**config.mk**
```make
export PLATFORM = sky130hd
export DESIGN_NAME = reconf_accum
export DESIGN_NICKNAME = d
export VERILOG_FILES = /design/src/rtl/vpe_pkg.sv /design/src/rtl/accum_out_fifo.sv /design/src/rtl/new_fp16_add.sv /design/src/rtl/reconf_accum.sv
export SDC_FILE = /design/constraint.sdc
export NUM_CORES = 1
export LEC_CHECK = 0
export BUFFER_PORTS_ARGS = -buffer_cell sky130_fd_sc_hd__buf_2
export CAP_MARGIN = 0
export CORE_MARGIN = 2
export CORE_UTILIZATION = 40
export DETAILED_ROUTE_END_ITERATION = 8
export HOLD_SLACK_MARGIN = 0.08
export PLACE_DENSITY_LB_ADDON = 0.15
export SKIP_CTS_REPAIR_TIMING = 1
export SYNTH_ARGS = -nofsm -noshare
export SYNTH_HDL_FRONTEND = slang
export SYNTH_SLANG_ARGS = --single-unit
export TNS_END_PERCENT = 20
```
**constraint.sdc**
```tcl
create_clock -name clk -period 34.8 [get_ports clk]
set_clock_uncertainty 0.2 [all_clocks]
set_input_delay 6.96 -clock clk [delete_from_list [all_inputs] [get_ports clk]]
set_output_delay 6.96 -clock clk [all_outputs]
set_load 0.1 [all_outputs]
```
**src/rtl/vpe_pkg.sv**
```systemverilog
// Shared fp16 types, tile latency and accumulator state for the vector tile.
package vpe_pkg;

  typedef logic [15:0] fp16_t;

  localparam fp16_t FP16_ZERO     = 16'h0000;
  localparam int    TILE_SCAL_LAT = 2;

  typedef enum logic {
    EMPTY = 1'b0,
    ACC   = 1'b1
  } acc_state_e;

  function automatic logic fp16_is_nan(input fp16_t v);
    return (&v[14:10]) && (|v[9:0]);
  endfunction

endpackage

```
**src/rtl/accum_out_fifo.sv**
```systemverilog
// Synchronous FIFO of {fp16 result, chunk count}; occupancy is exported for issue credit.
module accum_out_fifo #(
  parameter  int DEPTH = 4,
  parameter  int DW    = 24,
  localparam int AW    = $clog2(DEPTH),
  localparam int CW    = $clog2(DEPTH + 1)
) (
  input  logic          clk,
  input  logic          rst_n,
  input  logic          push,
  input  logic [DW-1:0] push_data,
  input  logic          pop,
  output logic [DW-1:0] head,
  output logic          valid,
  output logic [CW-1:0] count
);

  logic [DW-1:0] mem_q [DEPTH];
  logic [DW-1:0] mem_d [DEPTH];
  logic [AW-1:0] wr_q, wr_d, rd_q, rd_d;
  logic [CW-1:0] cnt_q, cnt_d;
  logic          do_push, do_pop;

  always_comb begin
    do_pop  = pop && (cnt_q != '0);
    // a full FIFO still takes a push when the head leaves in the same cycle
    do_push = push && ((cnt_q != CW'(DEPTH)) || do_pop);
    mem_d   = mem_q;
    if (do_push) mem_d[wr_q] = push_data;
    wr_d  = do_push ? wr_q + 1'b1 : wr_q;
    rd_d  = do_pop ? rd_q + 1'b1 : rd_q;
    cnt_d = cnt_q + CW'(do_push) - CW'(do_pop);
  end

  always_ff @(posedge clk or negedge rst_n) begin
    if (!rst_n) begin
      for (int i = 0; i < DEPTH; i++) mem_q[i] <= '0;
      wr_q  <= '0;
      rd_q  <= '0;
      cnt_q <= '0;
    end else begin
      mem_q <= mem_d;
      wr_q  <= wr_d;
      rd_q  <= rd_d;
      cnt_q <= cnt_d;
    end
  end

  assign head  = mem_q[rd_q];
  assign valid = (cnt_q != '0);
  assign count = cnt_q;

endmodule

```
**src/rtl/new_fp16_add.sv**
```systemverilog
// Combinational fp16 adder, round-to-nearest-even, subnormal aware, NaN/Inf propagating.
module new_fp16_add
  import vpe_pkg::*;
(
  input  fp16_t a_i,
  input  fp16_t b_i,
  output fp16_t sum_o
);

  fp16_t       big, sml;
  logic [4:0]  eb, es, sh;
  logic [13:0] mb, ms, nrm;
  logic [14:0] raw;
  logic [5:0]  exp_n;
  logic [11:0] rnd;
  logic        sub, round_up, a_inf, b_inf;

  always_comb begin
    a_inf = (&a_i[14:10]) && !(|a_i[9:0]);
    b_inf = (&b_i[14:10]) && !(|b_i[9:0]);
    if (a_i[14:0] >= b_i[14:0]) begin
      big = a_i;
      sml = b_i;
    end else begin
      big = b_i;
      sml = a_i;
    end
    eb = (big[14:10] == 5'd0) ? 5'd1 : big[14:10];
    es = (sml[14:10] == 5'd0) ? 5'd1 : sml[14:10];
    // {hidden, fraction, guard, round, sticky}
    mb = {|big[14:10], big[9:0], 3'b000};
    ms = {|sml[14:10], sml[9:0], 3'b000};
    sh = eb - es;
    for (int i = 0; i < 14; i++) begin
      if (5'(i) < sh) ms = {1'b0, ms[13:2], ms[1] | ms[0]};
    end
    sub = big[15] ^ sml[15];
    raw = sub ? ({1'b0, mb} - {1'b0, ms}) : ({1'b0, mb} + {1'b0, ms});
    exp_n = {1'b0, eb};
    if (raw[14]) begin
      nrm   = {raw[14:2], raw[1] | raw[0]};
      exp_n = exp_n + 6'd1;
    end else begin
      nrm = raw[13:0];
      for (int i = 0; i < 13; i++) begin
        if (!nrm[13] && exp_n > 6'd1) begin
          nrm   = nrm << 1;
          exp_n = exp_n - 6'd1;
        end
      end
    end
    round_up = nrm[2] && (nrm[1] || nrm[0] || nrm[3]);
    rnd = {1'b0, nrm[13:3]} + 12'(round_up);
    if (rnd[11]) begin
      rnd   = rnd >> 1;
      exp_n = exp_n + 6'd1;
    end
    if (fp16_is_nan(a_i))      sum_o = a_i;
    else if (fp16_is_nan(b_i)) sum_o = b_i;
    else if (a_inf && b_inf && (a_i[15] != b_i[15])) sum_o = 16'h7E00;
    else if (a_inf)            sum_o = a_i;
    else if (b_inf)            sum_o = b_i;
    else if (raw == 15'd0)     sum_o = {big[15] & sml[15], 15'h0000};
    else if (exp_n >= 6'd31)   sum_o = {big[15], 5'h1F, 10'h000};
    else                       sum_o = {big[15], rnd[10] ? exp_n[4:0] : 5'd0, rnd[9:0]};
  end

endmodule

```
**src/rtl/reconf_accum.sv**
```systemverilog
// Chunk accumulator behind the multiply/adder tile; RECONF_ACCUM_RELU_EN adds ReLU on results.
// state | meaning
// EMPTY | no chunk of the current product summed yet
// ACC   | one or more chunks summed, no last seen
module reconf_accum
  import vpe_pkg::*;
#(
  parameter int SCAL_LAT   = TILE_SCAL_LAT,
  parameter int CNT_W      = 8,
  parameter int FIFO_DEPTH = 4
) (
  input  logic             clk,
  input  logic             rst_n,
  input  logic             in_valid,
  input  logic             in_last,
  output logic             in_ready,
  input  logic [15:0]      scal_i,
  output logic             out_valid,
  input  logic             out_ready,
  output logic [15:0]      out_data,
  output logic [CNT_W-1:0] out_count,
  output logic             busy
);

  localparam int FW = 16 + CNT_W;
  localparam int CW = $clog2(FIFO_DEPTH + 1);
  localparam int PW = $clog2(FIFO_DEPTH + SCAL_LAT + 1) + 1;

  acc_state_e          state_q, state_d;
  fp16_t               acc_q, acc_d, add_y, sum, res;
  logic [CNT_W-1:0]    cnt_q, cnt_d, cnt_new;
  logic [SCAL_LAT-1:0] dv_q, dv_d, dl_q, dl_d;
  logic [PW-1:0]       pending;
  logic [CW-1:0]       fifo_cnt;
  logic [FW-1:0]       head;
  logic                accept, pop, push, dv, dl;

  new_fp16_add u_add (
    .a_i  (acc_q),
    .b_i  (scal_i),
    .sum_o(add_y)
  );

  always_comb begin
    // every last already in flight owns a FIFO slot
    pending = PW'(fifo_cnt);
    for (int i = 0; i < SCAL_LAT; i++) pending = pending + PW'(dv_q[i] & dl_q[i]);
    pop      = out_valid && out_ready;
    in_ready = !in_last || ((pending - PW'(pop)) < PW'(FIFO_DEPTH));
    accept   = in_valid && in_ready;

    dv_d    = '0;
    dl_d    = '0;
    dv_d[0] = accept;
    dl_d[0] = accept && in_last;
    for (int i = 1; i < SCAL_LAT; i++) begin
      dv_d[i] = dv_q[i-1];
      dl_d[i] = dl_q[i-1];
    end
    dv = dv_q[SCAL_LAT-1];
    dl = dl_q[SCAL_LAT-1];

    sum     = (state_q == EMPTY) ? fp16_t'(scal_i) : add_y;
    cnt_new = (state_q == EMPTY) ? CNT_W'(1) : ((&cnt_q) ? cnt_q : cnt_q + 1'b1);
    res     = sum;
`ifdef RECONF_ACCUM_RELU_EN
    if (sum[15] && !fp16_is_nan(sum)) res = FP16_ZERO;
`endif
    push = dv && dl;

    state_d = state_q;
    acc_d   = acc_q;
    cnt_d   = cnt_q;
    if (dv) begin
      if (dl) begin
        state_d = EMPTY;
        acc_d   = FP16_ZERO;
        cnt_d   = '0;
      end else begin
        state_d = ACC;
        acc_d   = sum;
        cnt_d   = cnt_new;
      end
    end
  end

  always_ff @(posedge clk or negedge rst_n) begin
    if (!rst_n) begin
      state_q <= EMPTY;
      acc_q   <= FP16_ZERO;
      cnt_q   <= '0;
      dv_q    <= '0;
      dl_q    <= '0;
    end else begin
      state_q <= state_d;
      acc_q   <= acc_d;
      cnt_q   <= cnt_d;
      dv_q    <= dv_d;
      dl_q    <= dl_d;
    end
  end

  accum_out_fifo #(
    .DEPTH(FIFO_DEPTH),
    .DW   (FW)
  ) u_fifo (
    .clk      (clk),
    .rst_n    (rst_n),
    .push     (push),
    .push_data({res, cnt_new}),
    .pop      (pop),
    .head     (head),
    .valid    (out_valid),
    .count    (fifo_cnt)
  );

  assign out_data  = head[FW-1:CNT_W];
  assign out_count = head[CNT_W-1:0];
  assign busy      = (|dv_q) || (state_q == ACC);

endmodule

```
; Yosys cells after proc, flatten, opt, wreduce, memory -nomap -nowiden
; Index checks and enable logic that the tools add are counted.
[op_classes]
n_eq_ne = 2
n_reduce_logical = 60
n_lt_le_gt_ge = 33
n_addsub = 27
n_bitwise = 20
n_mux = 93
[op_table]
columns = operator, n
row1 = $mux W14, 40
row2 = $mux W6, 27
row3 = $mux W16, 10
row4 = $bwmux W96, 1
row5 = $gt A6 B1 Y1 const B, 12
row6 = $mux W24, 3
row7 = $sub A6 B1 Y6 const B, 12
row8 = $bmux W24 S2, 1
row9 = $demux W24 S2, 1
row10 = $lt A4 B5 Y1 const A, 6
row11 = $mux W15, 2
row12 = $logic_and A1 B1 Y1, 27
row13 = $mux W8, 3
row14 = $lt A3 B5 Y1 const A, 4
row15 = $reduce_or A10 Y1, 2
row16 = $logic_not A1 Y1, 16
row17 = $add A14 B14 Y15, 1
row18 = $ge A15 B15 Y1, 1
row19 = $logic_not A15 Y1, 1
row20 = $mux W5, 3
row21 = $sub A14 B14 Y15, 1
row22 = $or A1 B1 Y1, 14
row23 = $add A11 B1 Y12, 1
row24 = $mux W11, 1
row25 = other kinds (31), 45
[totals]
ff_bits = 132
output_inout_bits = 27
elab_cells = 247
input_bits = 21

; Longest topological paths before layout
[logic_depth]
depth_word = 102
mapped_depth = 145
ltp_nobuf = 127

; Hierarchy
; Synthesis repeated with hierarchy kept, for this count alone.
[unflattened]
cells_unflattened = 2240
area_unflattened_um2 = 18208.7
[modules_own_cells]
columns = mod, seq_area_each_um2, cells_each, n_inst, area_per_inst_um2
row1 = new_fp16_add, 0.0, 1765, 1, 11717.5
row2 = accum_out_fifo, 2577.5, 268, 1, 4574.4
row3 = reconf_accum, 725.7, 207, 1, 1916.8

; Worst setup path after synthesis
; OpenSTA, ideal clock, no wires.
[synth_path]
kind = input -> register
from = in scal_i[14]
to = reg u_fifo.mem_q[32] in the netlist's numbering
setup_time_ns = 0.125
slack_ns = -1.216
n_path_buf = 22
t_arrival_ns = 35.691
cell_stages = 139
required_ns = 34.475
path_cell_list = inv_1 -> ha_1 -> buf_4 -> a21oi_2 -> o21ai_1 -> a211oi_2 -> nand2_2 -> buf_6 -> a21oi_2 -> inv_1 -> nor2_1 -> nand2_1 -> nand2_1 -> inv_1 -> ha_1 -> fa_1 -> xor2_1 -> o31ai_2 -> (+103 left out) -> inv_1 -> ha_1 -> nor2_1 -> nor2_1 -> mux2_2 -> a41oi_2 -> xnor2_1 -> a21boi_0 -> inv_1 -> ha_1 -> nand2_1 -> a21oi_1 -> nor4b_1 -> a31oi_1 -> clkbuf_1 -> and2_1 -> a31o_2 -> mux2_2
[synth_via]
elab_chain_cells = 101
word_cells_on_any_way = 183
cone_classes = add/sub (19) / order compare (29) / mux (82) / bitwise (14) / reduce/logical (39)
[synth_rtl]
columns = item, line
row1 = "start, declared", reconf_accum.sv:17  ; input logic [15:0] scal_i,
row2 = $ge A15 B15 Y1, new_fp16_add.sv:21  ; if (a_i[14:0] >= b_i[14:0]) begin
row3 = $mux W16, new_fp16_add.sv:21
row4 = "$logic_not A5 Y1, on equally long branches", "new_fp16_add.sv:28, new_fp16_add.sv:29"
row5 = "$mux W5, on equally long branches", "new_fp16_add.sv:28, new_fp16_add.sv:29"
row6 = $sub A5 B5 Y5, new_fp16_add.sv:33  ; sh = eb - es;
row7 = $lt A1 B5 Y1, new_fp16_add.sv:35  ; if (5'(i) < sh) ms = {1'b0, ms[13:2], ms[1] | ms[0]};
row8 = $mux W14 (2 in a row), new_fp16_add.sv:35
row9 = $or A1 B1 Y1, new_fp16_add.sv:35
row10 = (+84 left out), n/a
row11 = $mux W16, new_fp16_add.sv:63  ; else if (raw == 15'd0) sum_o = {big[15] & sml[15], 15'h0000};
row12 = $mux W16, new_fp16_add.sv:62  ; else if (b_inf) sum_o = b_i;
row13 = $mux W16, new_fp16_add.sv:61  ; else if (a_inf) sum_o = a_i;
row14 = $mux W16, new_fp16_add.sv:60  ; else if (a_inf && b_inf && (a_i[15] != b_i[15])) sum_o = 16'h7E00;
row15 = $mux W16 (*), new_fp16_add.sv:59  ; else if (fp16_is_nan(b_i)) sum_o = b_i;
row16 = $mux W16 (*), new_fp16_add.sv:58  ; if (fp16_is_nan(a_i)) sum_o = a_i;
row17 = $mux W16 (*), reconf_accum.sv:63  ; sum = (state_q == EMPTY) ? fp16_t'(scal_i) : add_y;
row18 = $bwmux W96 (*), accum_out_fifo.sv:29  ; if (do_push) mem_d[wr_q] = push_data;
row19 = "end signal, assigned", accum_out_fifo.sv:42  ; mem_q <= mem_d;
row20 = "end, declared", accum_out_fifo.sv:18  ; logic [DW-1:0] mem_q [DEPTH];
; Mark *: on every way between the ends. The rest lies on a longest branch, timed or not. The select of a mux whose other input is x is not followed.
; A chain may end at the register's enable or synchronous reset.

; Worst setup path in the final report
[layout_path]
from = in scal_i[6]
to = reg acc_q[5]
[layout_via]
elab_chain_cells = 101
word_cells_on_any_way = 184
cone_classes = add/sub (19) / order compare (29) / mux (82) / bitwise (14) / reduce/logical (40)
[layout_rtl]
columns = item, line
row1 = $ge A15 B15 Y1, new_fp16_add.sv:21
row2 = $mux W16, new_fp16_add.sv:21
row3 = "$logic_not A5 Y1, on equally long branches", "new_fp16_add.sv:28, new_fp16_add.sv:29"
row4 = "$mux W5, on equally long branches", "new_fp16_add.sv:28, new_fp16_add.sv:29"
row5 = $sub A5 B5 Y5, new_fp16_add.sv:33
row6 = $lt A1 B5 Y1, new_fp16_add.sv:35
row7 = $mux W14 (2 in a row), new_fp16_add.sv:35
row8 = $or A1 B1 Y1, new_fp16_add.sv:35
row9 = (+84 left out), n/a
row10 = $mux W16, new_fp16_add.sv:63
row11 = $mux W16, new_fp16_add.sv:62
row12 = $mux W16, new_fp16_add.sv:61
row13 = $mux W16, new_fp16_add.sv:60
row14 = $mux W16 (*), new_fp16_add.sv:59
row15 = $mux W16 (*), new_fp16_add.sv:58
row16 = $mux W16 (*), reconf_accum.sv:63
row17 = $mux W16 (*), reconf_accum.sv:75  ; if (dl) begin
row18 = "end signal, assigned", reconf_accum.sv:90  ; acc_q <= FP16_ZERO;
row19 = "end signal, assigned", reconf_accum.sv:96  ; acc_q <= acc_d;
row20 = "end, declared", reconf_accum.sv:30  ; fp16_t acc_q, acc_d, add_y, sum, res;
; Marks and branches as above.

==> impl_metrics.env <==
export IMPL_cts_tree="done"
export IMPL_area_growth_pct=11.7
export IMPL_postSynthCellCount=2278
export IMPL_maxCapViolations=0
export IMPL_vias_per_cell=6.13
export IMPL_portBuffers=47
export IMPL_slew_violations=0
export IMPL_reg2reg_from="acc_q[4]"
export IMPL_chipHeight_um=212
export IMPL_slew_headroom_pct=20.8
export IMPL_grt_use_total_pct=25.2
export IMPL_synth_compound_area_share_pct=29.9
export IMPL_crit_fanout=23
export IMPL_setup_ws_ns=1.72
export IMPL_seq_area_sq_um=3300
export IMPL_cp_start_kind="input pin"
export IMPL_antenna_found_initial=1
export IMPL_rows=76
export IMPL_ys_ff_latch=132
export IMPL_async_flop_share_pct=100
export IMPL_overflow=0
export IMPL_fillerInstances=4380
export IMPL_clock_sinks=132
export IMPL_critPathArrivalTime_ns=33.15
export IMPL_hp_class="flip-flop to flip-flop"
export IMPL_dr_pass1_iters=6
export IMPL_grt_pass1_vias=16900
export IMPL_grt_start_max_net_pins=86
export IMPL_drtIter0Drc=1316
export IMPL_seq_area_frac_synth_pct=19.1
export IMPL_synth_top_area_share_pct=19.1
export IMPL_die_width_um=212
export IMPL_htree_levels=4
export IMPL_crit_top_cell="ha_1"
export IMPL_synth_top_cells_by_area="dfrtp_1 (19%), nand2_1 (6.5%), ha_1 (6.0%)"
export IMPL_critPathCaptureType="flip-flop"
export IMPL_numCtsBuffers=17
export IMPL_pin_count=48
export IMPL_synth_edf_count=0
export IMPL_hold_path_depth=0
export IMPL_wl_per_cell_um=19.6
export IMPL_synth_area_mux_share_pct=11.6
export IMPL_root_buffer="clkbuf_16"
export IMPL_start_util_pct=40.3
export IMPL_wl_mm=57.0
export IMPL_route_antenna_remaining_nets=0
export IMPL_grt_pass1_wl_mm=92.3
export IMPL_synth_simple_gate_area_share_pct=25.0
export IMPL_synthXorXnorAreaFrac_pct=2.96
export IMPL_yosys_cell_types_count=122
export IMPL_r2r_slack_ns=7.96
export IMPL_status="finished clean"
export IMPL_worstHoldStart="dl_q[0]"
export IMPL_place_area_sq_um=18300
export IMPL_multi_input_area_sq_um=13500
export IMPL_synth_top_family_by_area="compound AO/OA/AOI/OAI gates"
export IMPL_netlist_area_sq_um=17300
export IMPL_drive_gt1_share_pct=16.3
export IMPL_vias=17820
export IMPL_cpPeakStageDelay_ns=0.66
export IMPL_synth_ff_type="dfrtp_1"
export IMPL_synth_top_cell_by_area="dfrtp_1"
export IMPL_path_class="input pin to flip-flop"
export IMPL_synthAdderAreaFrac_pct=6.41
export IMPL_path_clk_slew_ns=0.06
export IMPL_cts_buffer_depth=2
export IMPL_worst_slew_pin_slew_ns=1.18
export IMPL_clock_latency_ns=0.42
export IMPL_avgSynthCellArea_sq_um=7.60
export IMPL_post_place_ws_ns=-0.955
export IMPL_finalSetupViolCount=0
export IMPL_cp_required_ns=34.87
export IMPL_drc_errors=0
export IMPL_die_area_sq_um=44900
export IMPL_hpwl_mm=44.3
export IMPL_core_area_sq_um=42900
export IMPL_fmax_ghz=0.0302
export IMPL_ys_warn_count=0
export IMPL_nets=2418
export IMPL_antenna_cells=0
export IMPL_fin_crit_sh_pct=95.1
export IMPL_finalHoldViolations=0
export IMPL_hold_end="dl_q[1]"
export IMPL_period_minus_slack_ns=33.08
export IMPL_gp_congestion=0.936
export IMPL_slowest_stage="nor4_1"
export IMPL_regToRegEndpoint="acc_q[5]"
export IMPL_rr_worst_depth=119
export IMPL_finalInstanceArea_sq_um=19300
export IMPL_syn_num_nets=2385
==> how the worst max path moves through the flow <==
stage / from / end / depth (start not counted)
after global routing: scal_i[6] / u_fifo.mem_q[67] / 133
after detailed placement: scal_i[14] / u_fifo.mem_q[58] / 122
after global placement: scal_i[14] / u_fifo.mem_q[69] / 122
after CTS: scal_i[14] / u_fifo.mem_q[58] / 122
after floorplan: scal_i[14] / u_fifo.mem_q[32] / 139
final: scal_i[6] / acc_q[5] / 121
==> kinds of logic (layout without fill, tap and decap cells) <==
logic type      count (synthesis)  count (layout)
simple gates                  879             879
compound gates                750             751
buf+inv                       212             256
mux                           163             163
flops                         132             132
fa+ha+maj                      87              87
xor+xnor                       55              55
==> worst max-delay path: cells and delay by family <==
kind / cells / cell delay, ns
AOI/OAI and AO/OA: 36 / 7.64
xor gates and xnor gates: 8 / 1.72
adders and majority gates: 17 / 4.71
and+or+nand+nor: 38 / 7.50
buffers and inverters: 15 / 2.61
muxes: 7 / 1.95
==> per-stage QoR <==
stage | std cells | setup TNS, ns | utilization (%) | hold WS [ns]
2_1_floorplan | 2278 | 0 | - | 0.154
3_3_place_gp | 2866 | 0 | 42.7 | 0.192
3_5_place_dp | 2866 | -64.28 | 42.7 | 0.207
4_1_cts | 2897 | -39.14 | 44.2 | 0.227
5_1_grt | 2908 | -0.286 | 45.1 | 0.242
6_report | 2908 | 0 | 45.1 | 0.221
==> cells in the mapped netlist (all sizes together) (12+ instances only) <==
cell	instances
a211oi	38
a21boi	13
a21o	19
a21oi	161
a31oi	37
and2	43
and3	26
buf	37
clkbuf	74
dfrtp	132
ha	83
inv	100
mux2	48
mux2i	91
mux4	24
nand2	301
nand3	66
nand4	28
nor2	207
nor3	66
nor4	31
o211ai	39
o21a	17
o21ai	200
o22ai	22
o2bb2ai	12
o31a	13
o31ai	25
or2	23
or3	15
xnor2	42
xor2	13
==> placed cells by master, fill, tap and decap left out, drive strengths merged, types with 15 or more instances in the layout <==
cell and count:
nand2 301, nor2 207, o21ai 200, a21oi 161, dfrtp 132, buf 124, inv 100, mux2i 91
ha 83, nand3 66, nor3 66, mux2 48, and2 43, xnor2 42, o211ai 39, a211oi 38
a31oi 37, nor4 31, nand4 28, and3 26, o31ai 25, mux4 24, or2 23, o22ai 22
a21o 19, clkbuf 18, o21a 17, or3 15
==> cell type report <==
type	count	share of cell area (%)
repair buffers	124	4.36
clock buffers	18	2.22
multi-input cells	1935	69.6
clock inverters	13	0.958
inverters	101	1.96
flip-flops and latches	132	17.1
well taps	585	3.79
==> sequential cells by signal, summed over array words and instances (netlist names) <==
| register | cells |
|---|---|
| u_fifo.wr_q | 2 |
| acc_q | 16 |
| dl_q | 2 |
| cnt_q | 8 |
| state_q | 1 |
| dv_q | 2 |
| u_fifo.mem_q | 96 |
| u_fifo.count | 3 |
| u_fifo.rd_q | 2 |
==> metal layers <==
metal	global-route usage (%)	wire, um
met5	0	13
met2	42.4	26900
met3	2.51	2880
met1	35.2	26400
met4	4.61	790
Power is left out: the tool's default activity adds up to more than one toggle a clock period on the data nets, which glitch-free logic cannot reach.
